==> src/rtl/prog_mem_pkg.sv <==
// Shared types and constants for the writable program memory.
// Build option: PROG_MEM_PARITY_EN adds an even-parity bit per entry.
package prog_mem_pkg;

  typedef enum logic [1:0] {
    IDLE,
    LOAD,
    FILL,
    RUN
  } state_t;

  localparam logic [8:0] NOOP_9B = 9'b011000000;

  function automatic logic even_par(input logic [31:0] d);
    return ^d;
  endfunction

endpackage

==> src/rtl/prog_mem_array.sv <==
// Program storage: synchronous write port, registered read port.
// Contents are deliberately left uninitialised by reset.
module prog_mem_array #(
  parameter int W      = 9,
  parameter int ADDR_W = 4
) (
  input  logic              clk,
  input  logic              we,
  input  logic [ADDR_W-1:0] waddr,
  input  logic [W-1:0]      wdata,
  input  logic              re,
  input  logic [ADDR_W-1:0] raddr,
  output logic [W-1:0]      rdata
);

  logic [W-1:0] mem [1<<ADDR_W];

  always_ff @(posedge clk) begin
    if (we) mem[waddr] <= wdata;
    if (re) rdata <= mem[raddr];
  end

endmodule

==> src/rtl/prog_mem.sv <==
// Loadable instruction memory: load FSM with NOOP tail fill and fetch port.
// Build option: PROG_MEM_PARITY_EN stores and checks an even-parity bit.
module prog_mem
  import prog_mem_pkg::*;
#(
  parameter int               INS_W  = 9,
  parameter int               ADDR_W = 4,
  parameter logic [INS_W-1:0] NOOP   = INS_W'(NOOP_9B)
) (
  input  logic              CLK,
  input  logic              RST,
  input  logic              LD_START,
  input  logic              LD_VALID,
  input  logic              LD_LAST,
  input  logic [INS_W-1:0]  LD_DATA,
  output logic              LD_READY,
  output logic              LD_DONE,
  input  logic [ADDR_W-1:0] PC,
  input  logic              FETCH_EN,
  output logic [INS_W-1:0]  RES_INS,
  output logic              INS_VALID,
  output logic              BUSY,
  output logic              PAR_ERR
);

`ifdef PROG_MEM_PARITY_EN
  localparam int AW = INS_W + 1;
`else
  localparam int AW = INS_W;
`endif

  state_t            state, state_nx;
  logic [ADDR_W-1:0] wr_ptr, ptr_nx;
  logic              loaded, loaded_nx;
  logic              show_mem;
  logic              ins_valid;
  logic              we;
  logic [INS_W-1:0]  wdata;
  logic [AW-1:0]     arr_wdata;
  logic [AW-1:0]     rdata;
  logic              fetch;
  logic              last_slot;

  assign last_slot = (wr_ptr == {ADDR_W{1'b1}});

  always_comb begin
    state_nx  = state;
    ptr_nx    = wr_ptr;
    loaded_nx = loaded;
    we        = 1'b0;
    wdata     = NOOP;
    LD_DONE   = 1'b0;
    unique case (state)
      IDLE: begin
        if (LD_START) begin
          state_nx  = LOAD;
          ptr_nx    = '0;
          loaded_nx = 1'b0;
        end
      end
      LOAD: begin
        if (LD_START) begin
          ptr_nx = '0;
        end else if (LD_VALID) begin
          we     = 1'b1;
          wdata  = LD_DATA;
          ptr_nx = wr_ptr + 1'b1;
          if (last_slot) begin
            state_nx  = RUN;
            LD_DONE   = 1'b1;
            loaded_nx = 1'b1;
          end else if (LD_LAST) begin
            state_nx = FILL;
          end
        end
      end
      FILL: begin
        if (LD_START) begin
          state_nx = LOAD;
          ptr_nx   = '0;
        end else begin
          we     = 1'b1;
          ptr_nx = wr_ptr + 1'b1;
          if (last_slot) begin
            state_nx  = RUN;
            LD_DONE   = 1'b1;
            loaded_nx = 1'b1;
          end
        end
      end
      RUN: begin
        if (LD_START) begin
          state_nx  = LOAD;
          ptr_nx    = '0;
          loaded_nx = 1'b0;
        end
      end
      default: state_nx = IDLE;
    endcase
  end

  // a load request always beats a same-cycle fetch
  assign fetch = (state == RUN) && loaded && FETCH_EN && !LD_START;

  always_ff @(posedge CLK) begin
    if (RST) begin
      state     <= IDLE;
      wr_ptr    <= '0;
      loaded    <= 1'b0;
      show_mem  <= 1'b0;
      ins_valid <= 1'b0;
    end else begin
      state     <= state_nx;
      wr_ptr    <= ptr_nx;
      loaded    <= loaded_nx;
      ins_valid <= fetch;
      if (fetch)
        show_mem <= 1'b1;
      else if (state != RUN || LD_START)
        show_mem <= 1'b0;
    end
  end

`ifdef PROG_MEM_PARITY_EN
  assign arr_wdata = {even_par(32'(wdata)), wdata};
  assign PAR_ERR   = ins_valid && (^rdata);
`else
  assign arr_wdata = wdata;
  assign PAR_ERR   = 1'b0;
`endif

  prog_mem_array #(
    .W      (AW),
    .ADDR_W (ADDR_W)
  ) u_array (
    .clk   (CLK),
    .we    (we),
    .waddr (wr_ptr),
    .wdata (arr_wdata),
    .re    (fetch),
    .raddr (PC),
    .rdata (rdata)
  );

  assign RES_INS   = show_mem ? rdata[INS_W-1:0] : NOOP;
  assign INS_VALID = ins_valid;
  assign LD_READY  = (state == LOAD);
  assign BUSY      = (state == LOAD) || (state == FILL);

endmodule
==> config.mk <==
export PLATFORM = sky130hd
export DESIGN_NAME = prog_mem
export DESIGN_NICKNAME = d
export VERILOG_FILES = /design/src/rtl/prog_mem_pkg.sv /design/src/rtl/prog_mem_array.sv /design/src/rtl/prog_mem.sv
export SDC_FILE = /design/constraint.sdc
export NUM_CORES = 1
export LEC_CHECK = 0
export BUFFER_PORTS_ARGS = -buffer_cell sky130_fd_sc_hd__clkbuf_2
export CORE_MARGIN = 1
export CORE_UTILIZATION = 55
export DETAILED_ROUTE_END_ITERATION = 7
export PLACE_DENSITY = 0.73
export RECOVER_POWER = 25
export SLEW_MARGIN = 10
export SYNTH_ARGS = -nofsm -noshare
export SYNTH_HDL_FRONTEND = slang
export SYNTH_SLANG_ARGS = --single-unit
==> constraint.sdc <==
create_clock -name CLK -period 3.48 [get_ports CLK]
set_input_delay 0 -clock CLK [delete_from_list [all_inputs] [get_ports CLK]]
set_output_delay 0 -clock CLK [all_outputs]
set_load 0.03 [all_outputs]
==> impl_metrics.py, run 1 <==
metrics = {
    "status": {
        "status": "finished with violations",
        "violations": "design-rule violations, max-capacitance violations, max-slew violations",
    },
    "routing": {
        "dr.first_iter.drc_count": 291,
        "routed_via_density": 6.20,
        "drcViolationCount": 9,
        "firstDrtPassIters": 6,
        "vias": 3347,
        "routed_wl_um": 12700,
        "avgRoutedWirePerCell_um": 23.5,
        "final_antenna_net_count": 0,
    },
    "finish": {
        "finish.utilization_pct": 64.5,
        "seq_area_sq_mm": 0.00477,
        "design_area_sq_mm": 0.00743,
        "nFillCells": 766,
        "diodes": 0,
        "areaGrowthSynthToFinish_pct": 13.2,
        "multi_input_comb_area_sq_mm": 0.00162,
        "drive_gt1_share_pct": 19.1,
        "finalNetCount": 411,
    },
    "logic_synthesis": {
        "synth_area_leader_cell": "edfxtp_1",
        "synth_top_family_by_area": "multiplexers",
        "synth-warning-count": 0,
        "yosys-top-cells-area": "edfxtp_1 70%, mux4_2 6.9%, mux4_1 6.4%",
        "postSynthAreaPerCell_sq_um": 19.3,
        "ys.flop_type": "edfxtp_1",
        "yosys.cell_count.top_type": "edfxtp_1",
        "synth_fa_ha_area_share_pct": 1.33,
        "synth-seq-cells": 162,
        "synthArstFlopShare_pct": 0,
        "synth_top_cell_area_share_pct": 70.0,
        "ys_seq_area_share_pct": 72.8,
        "synth_commonest_cells": "153 x edfxtp_1, 20 x mux4_2, 19 x a22oi_1, 16 x mux4_1",
        "synthXorXnorAreaFrac_pct": 0.400,
        "synth_nets": 366,
        "synthSimpleGateAreaFrac_pct": 5.91,
        "synth-edff-count": 153,
        "muxShareOfSynthArea_pct": 13.8,
        "yosysUniqueCellTypes": 41,
        "syn_area_sq_mm": 0.00656,
        "synth_compound_area_share_pct": 3.26,
        "synthCells": 340,
    },
    "die": {
        "core-area_sq_mm": 0.0115,
        "die-area_sq_mm": 0.0124,
        "num_rows": 39,
        "die-height_um": 111,
        "io_pins": 33,
        "fp.dieW_um": 111,
        "initial_core_util_pct": 57.0,
    },
    "grt": {
        "gr-usage-all-layers_pct": 22.3,
        "antenna_found_initial": 0,
        "grt_max_degree": 37,
        "overflow": 0,
        "grt_pass1_wl_um": 19500,
        "grt_pass1_vias": 3342,
    },
    "worst_setup_path": {
        "r2r_end": "u_array.mem[12][1]",
        "required_ns": 3.52,
        "cp_max_fo": 9,
        "timing.critical_path.arrival_ns": 2.63,
        "endpoint": "u_array.mem[12][1]",
        "crit_type": "flop to flop",
        "r2r_setup_slack_ns": 0.89,
        "ff2ff_path_depth": 5,
        "worstSetupStartpointType": "flop",
        "end_kind": "flop",
        "cp-startpoint": "state[1]",
        "rr_startpoint": "state[1]",
    },
    "timing": {
        "fin_skew_ns": 0.00733,
        "finalCritPeriodShare_pct": 74.4,
        "setup_violations": 0,
        "worst_pin_slew_ns": 1.64,
        "drv_slew": 23,
        "hold_viol_final": 0,
        "rsz0062_at_grt": "false",
        "fin_tns_setup_ns": 0,
        "fmax_mhz": 386,
        "min_period_ns": 2.59,
        "postLayoutSetupSlackWorst_ns": 0.890,
        "relSlewSlack_pct": -9.60,
    },
    "clock_network": {
        "clk_pin_slew_worst_paths_ns": 0.06,
        "h-tree-depth": 4,
        "clock-sinks": 162,
        "cts-root-buf": "clkbuf_16",
        "cts_resized": 0,
        "cts_tree": "yes",
        "clock_latency_ns": 0.41,
        "cts_buffers": 17,
        "clk_path_buf_depth": 2,
    },
    "pwr": {
        "max-vdd-ir-drop_uv": 345,
        "powerDensity_mw_per_mm2": 602,
        "power.leakage_nw": 2.49,
    },
    "placed_design": {
        "pre_cts_ws_ns": 0.901,
        "io_buffers": 31,
        "placed_area_sq_mm": 0.00683,
        "dp_hpwl_um": 8160,
        "routabilityCongestion": 0.778,
    },
    "worst_hold_path": {
        "hp-class": "primary input to flop",
    },
    "job": {
        "maxCapViolations": 1,
    },
}
==> layout make-up <==
type	count	area share, %
Timing Repair Buffer	44	3.15
Multi-Input combinational cell	153	21.8
Tap cell	143	2.41
Clock inverter	14	2.24
Sequential cell	162	64.3
Inverter	7	0.354
Clock buffer	17	5.73
==> report_power, final <==
part	leakage [nW]	switching (mW)	total (mW)	internal, mW
combinational	0.729	0.283	0.446	0.162
sequential	1.49	0.0169	2.19	2.17
clock	0.280	0.718	1.84	1.12
==> layout by cell type, fill, tap and decap left out, types with 6 or more instances in the layout <==
cell / n
edfxtp_1: 153
mux4_2: 20
a22oi_1: 19
clkbuf_16: 17
clkbuf_2: 17
clkbuf_1: 17
mux4_1: 16
nor2_1: 15
and2_1: 14
nand2_1: 13
nor3_1: 11
dfxtp_1: 9
inv_1: 7
ha_1: 7
buf_4: 6
==> per-stage QoR <==
step	instances	hold slack (ns)	power [mW]
6_report	540	0.0706	4.47
5_1_grt	540	0.0824	4.61
4_1_cts	540	0.0602	4.49
3_5_place_dp	505	0.353	2.67
3_3_place_gp	505	0.341	2.66
2_1_floorplan	340	0.222	2.56
==> state kept, by name, summed over array words and instances, names as in the netlist <==
register       cells
INS_VALID          1
loaded             1
show_mem           1
state              2
u_array.mem      144
u_array.rdata      9
wr_ptr             4
==> critical path, stage by stage (launching register included) <==
cell and delay, ns:
dfxtp_1 0.34, inv_1 0.09, ha_1 0.32, a21oi_1 0.17
or4b_1 0.59, nor2_1 0.70
==> worst min-delay path by stage <==
stage | to | from | depth (start not counted) | slack [ns]
global placement | INS_VALID | RST | 2 | 0.34
floorplan | show_mem | FETCH_EN | 2 | 0.22
global route | state[1] | LD_LAST | 4 | 0.08
detailed placement | show_mem | FETCH_EN | 3 | 0.35
CTS | state[1] | LD_LAST | 4 | 0.06
finish | state[1] | LD_LAST | 4 | 0.07
==> cells by family after synthesis <==
kind of cell | Yosys count
adder cells (fa/ha/maj) | 7
flip-flops | 162
AND/OR/NAND/NOR | 74
multiplexers | 39
other | 1
XOR/XNOR | 3
buffers and inverters | 25
AO/OA/AOI/OAI | 29
==> metal layers <==
layer	vias to the layer above	wire [um]	GRT usage, %
li1	1473	-	-
met4	0	386	9.01
met3	28	857	6.07
met2	136	6040	33.7
met1	1710	5420	31.2
met5	-	0	0
==> timing repair <==
action	in CTS	in global routing
hold buffers	4	0
endpoints found under the hold margin	7	0
setup buffers	0	0
Power figures use the tool's default switching activity.
==> run 2: changes to the inputs <==
==> constraint.sdc (replaced) <==
create_clock -name CLK -period 2.4 [get_ports CLK]
set_input_delay 0 -clock CLK [delete_from_list [all_inputs] [get_ports CLK]]
set_output_delay 0 -clock CLK [all_outputs]
set_load 0.03 [all_outputs]
==> run 2 against run 1 <==
The run ends with design-rule violations left. Critical path depth is 3 higher. Core utilization is 1.1 points higher. Via count fell by 0.78%. Worst setup slack worse by 0.54 ns.
==> impl_metrics.py, run 2 (synthesized netlist as in run 1, its figures left out) <==
metrics = {
    "status": {
        "status": "finished with violations",
        "violations": "design-rule violations",
    },
    "worst_hold_path": {
        "worstHoldPathCells": 4,
        "min_to": "state[1]",
        "hold_start": "LD_LAST",
        "hp-class": "primary input to flop",
    },
    "worst_setup_path": {
        "worstSetupStartpointType": "flop",
        "r2r_setup_slack_ns": 0.35,
        "end_kind": "flop",
        "cp-startpoint": "state[1]",
        "path_cells": "inv_1, ha_1, buf_4, nor2b_1, nor3_1, xnor2_1, nor3_1, dlygate4sd3_1",
        "timing.critical_path.arrival_ns": 2.36,
        "max_stage_delay_ns": 0.56,
        "required_ns": 2.71,
        "crit_type": "flop to flop",
        "ff2ff_path_depth": 8,
        "slowest_stage": "dlygate4sd3_1",
        "r2r_end": "wr_ptr[3]",
        "cp_max_fo": 8,
        "rr_startpoint": "state[1]",
        "crit_top_cell": "nor3_1",
    },
    "timing": {
        "min_period_ns": 2.05,
        "rsz0062_at_grt": "false",
        "finalCritPeriodShare_pct": 85.6,
        "fin_tns_setup_ns": 0,
        "fin_skew_ns": 0.0139,
        "fmax_mhz": 487,
        "hold_viol_final": 0,
        "relSlewSlack_pct": 45.6,
        "setup_violations": 0,
        "whs_ns": 0.0500,
        "worst_pin_slew_ns": 0.814,
        "drv_slew": 0,
    },
    "die": {
        "die-height_um": 111,
        "fp.dieW_um": 111,
        "initial_core_util_pct": 57.0,
        "num_rows": 39,
        "core-area_sq_mm": 0.0115,
        "io_pins": 33,
        "die-area_sq_mm": 0.0124,
    },
    "pwr": {
        "max-vdd-ir-drop_uv": 409,
        "powerDensity_mw_per_mm2": 836,
        "power.leakage_nw": 2.59,
        "p_total_mw": 6.31,
    },
    "grt": {
        "busiest_layer": "met2",
        "overflow": 0,
        "grt_max_degree": 37,
        "grt_pass1_vias": 3332,
        "grt_pass1_wl_um": 19100,
        "grt_use_met3_pct": 5.30,
        "gr-usage-all-layers_pct": 21.7,
        "antenna_found_initial": 0,
        "use_met2_pct": 35.3,
        "met1_usage_pct": 28.5,
    },
    "routing": {
        "drcViolationCount": 4,
        "firstDrtPassIters": 6,
        "dr.first_iter.drc_count": 208,
        "routed_wl_um": 12500,
        "final_antenna_net_count": 0,
        "vias": 3321,
        "routed_via_density": 5.98,
        "avgRoutedWirePerCell_um": 22.5,
    },
    "clock_network": {
        "clock_latency_ns": 0.42,
        "clk_pin_slew_worst_paths_ns": 0.06,
        "cts-root-buf": "clkbuf_16",
        "cts_resized": 0,
        "post_cts_buffers": 0,
        "cts_tree": "yes",
        "h-tree-depth": 4,
        "cts_buffers": 17,
        "clock-sinks": 162,
        "clk_path_buf_depth": 2,
    },
    "placed_design": {
        "io_buffers": 31,
        "dp_hpwl_um": 8090,
        "routabilityCongestion": 0.816,
    },
    "finish": {
        "regMostFlops": "u_array.mem",
        "nFillCells": 775,
        "reg.largest.list": "u_array.mem (144), u_array.rdata (9), wr_ptr (4)",
        "final_common_cell": "edfxtp_1",
        "diodes": 0,
        "finalNetCount": 425,
        "drive_gt1_share_pct": 23.5,
        "areaGrowthSynthToFinish_pct": 15.0,
        "largest_reg_flops": 144,
        "mostFrequentLayoutCells": "153 x edfxtp_1, 21 x buf_4, 20 x mux4_2",
    },
    "job": {
        "maxCapViolations": 0,
    },
}
## run 2: changes by cell type in the layout (fill, tap and decap cells not counted), sizes merged
cell and change:
clkinvlp -1, bufinv -2, buf +17, clkbuf -1
inv +2
## run 2: worst max-delay path by stage
stage | cells past startpoint | slack [ns] | end
2_1_floorplan | 6 | 0.004 | u_array.mem[4][0]
3_3_place_gp | 5 | 0.39 | u_array.mem[0][1]
3_5_place_dp | 5 | 0.36 | u_array.mem[0][1]
4_1_cts | 5 | 0.33 | u_array.mem[0][0]
5_1_grt | 6 | 0.22 | u_array.mem[12][4]
6_report | 8 | 0.35 | wr_ptr[3]
## run 2: area by class of cell
| class | instances | area, sq um | share of cell area, % |
|---|---|---|---|
| clock buffer | 19 | 433 | 5.73 |
| clock inverter | 13 | 110 | 1.46 |
| inverter | 7 | 26.3 | 0.348 |
| multi-input combinational | 153 | 1650 | 21.8 |
| sequential | 162 | 4770 | 63.2 |
| tap | 143 | 179 | 2.37 |
| timing repair buffer | 58 | 378 | 5.00 |
## run 2: per-stage QoR
stage                     cells  area [sq um]  util, %  worst slack (ns)
after floorplan             340          6580        -           0.00428
after global placement      519          6980     60.6             0.391
after detailed placement    519          6980     60.6             0.363
after CTS                   555          7560     65.7             0.328
after global routing        555          7550     65.6             0.222
final                       555          7550     65.6             0.346
## run 2: routing by layer
| layer | part of all wire [%] | vias up |
|---|---|---|
| li1 | - | 1502 |
| met3 | 4.2 | 18 |
| met1 | 43 | 1711 |
| met4 | 1.9 | 0 |
| met5 | 0 | - |
| met2 | 51 | 90 |
## run 2: critical path, delay by kind of cell, from the launching register on
| kind | cells | cell delay [ns] |
|---|---|---|
| xor gates and xnor gates | 1 | 0.14 |
| adders and majority gates | 1 | 0.20 |
| and+or+nand+nor | 3 | 0.43 |
| DFF | 1 | 0.37 |
| buffers and inverters | 3 | 0.80 |
## run 2: where the power goes
| part | switching, mW | leakage (nW) | internal, mW |
|---|---|---|---|
| Sequential | 0.0242 | 1.49 | 3.15 |
| Combinational | 0.418 | 0.850 | 0.261 |
| Clock | 1.04 | 0.259 | 1.42 |
## run 2: timing repair
action | 4_1_cts | 5_1_grt
setup endpoints to repair | 0 | 0
hold endpoints to repair | 7 | 0
hold buffers | 4 | 0
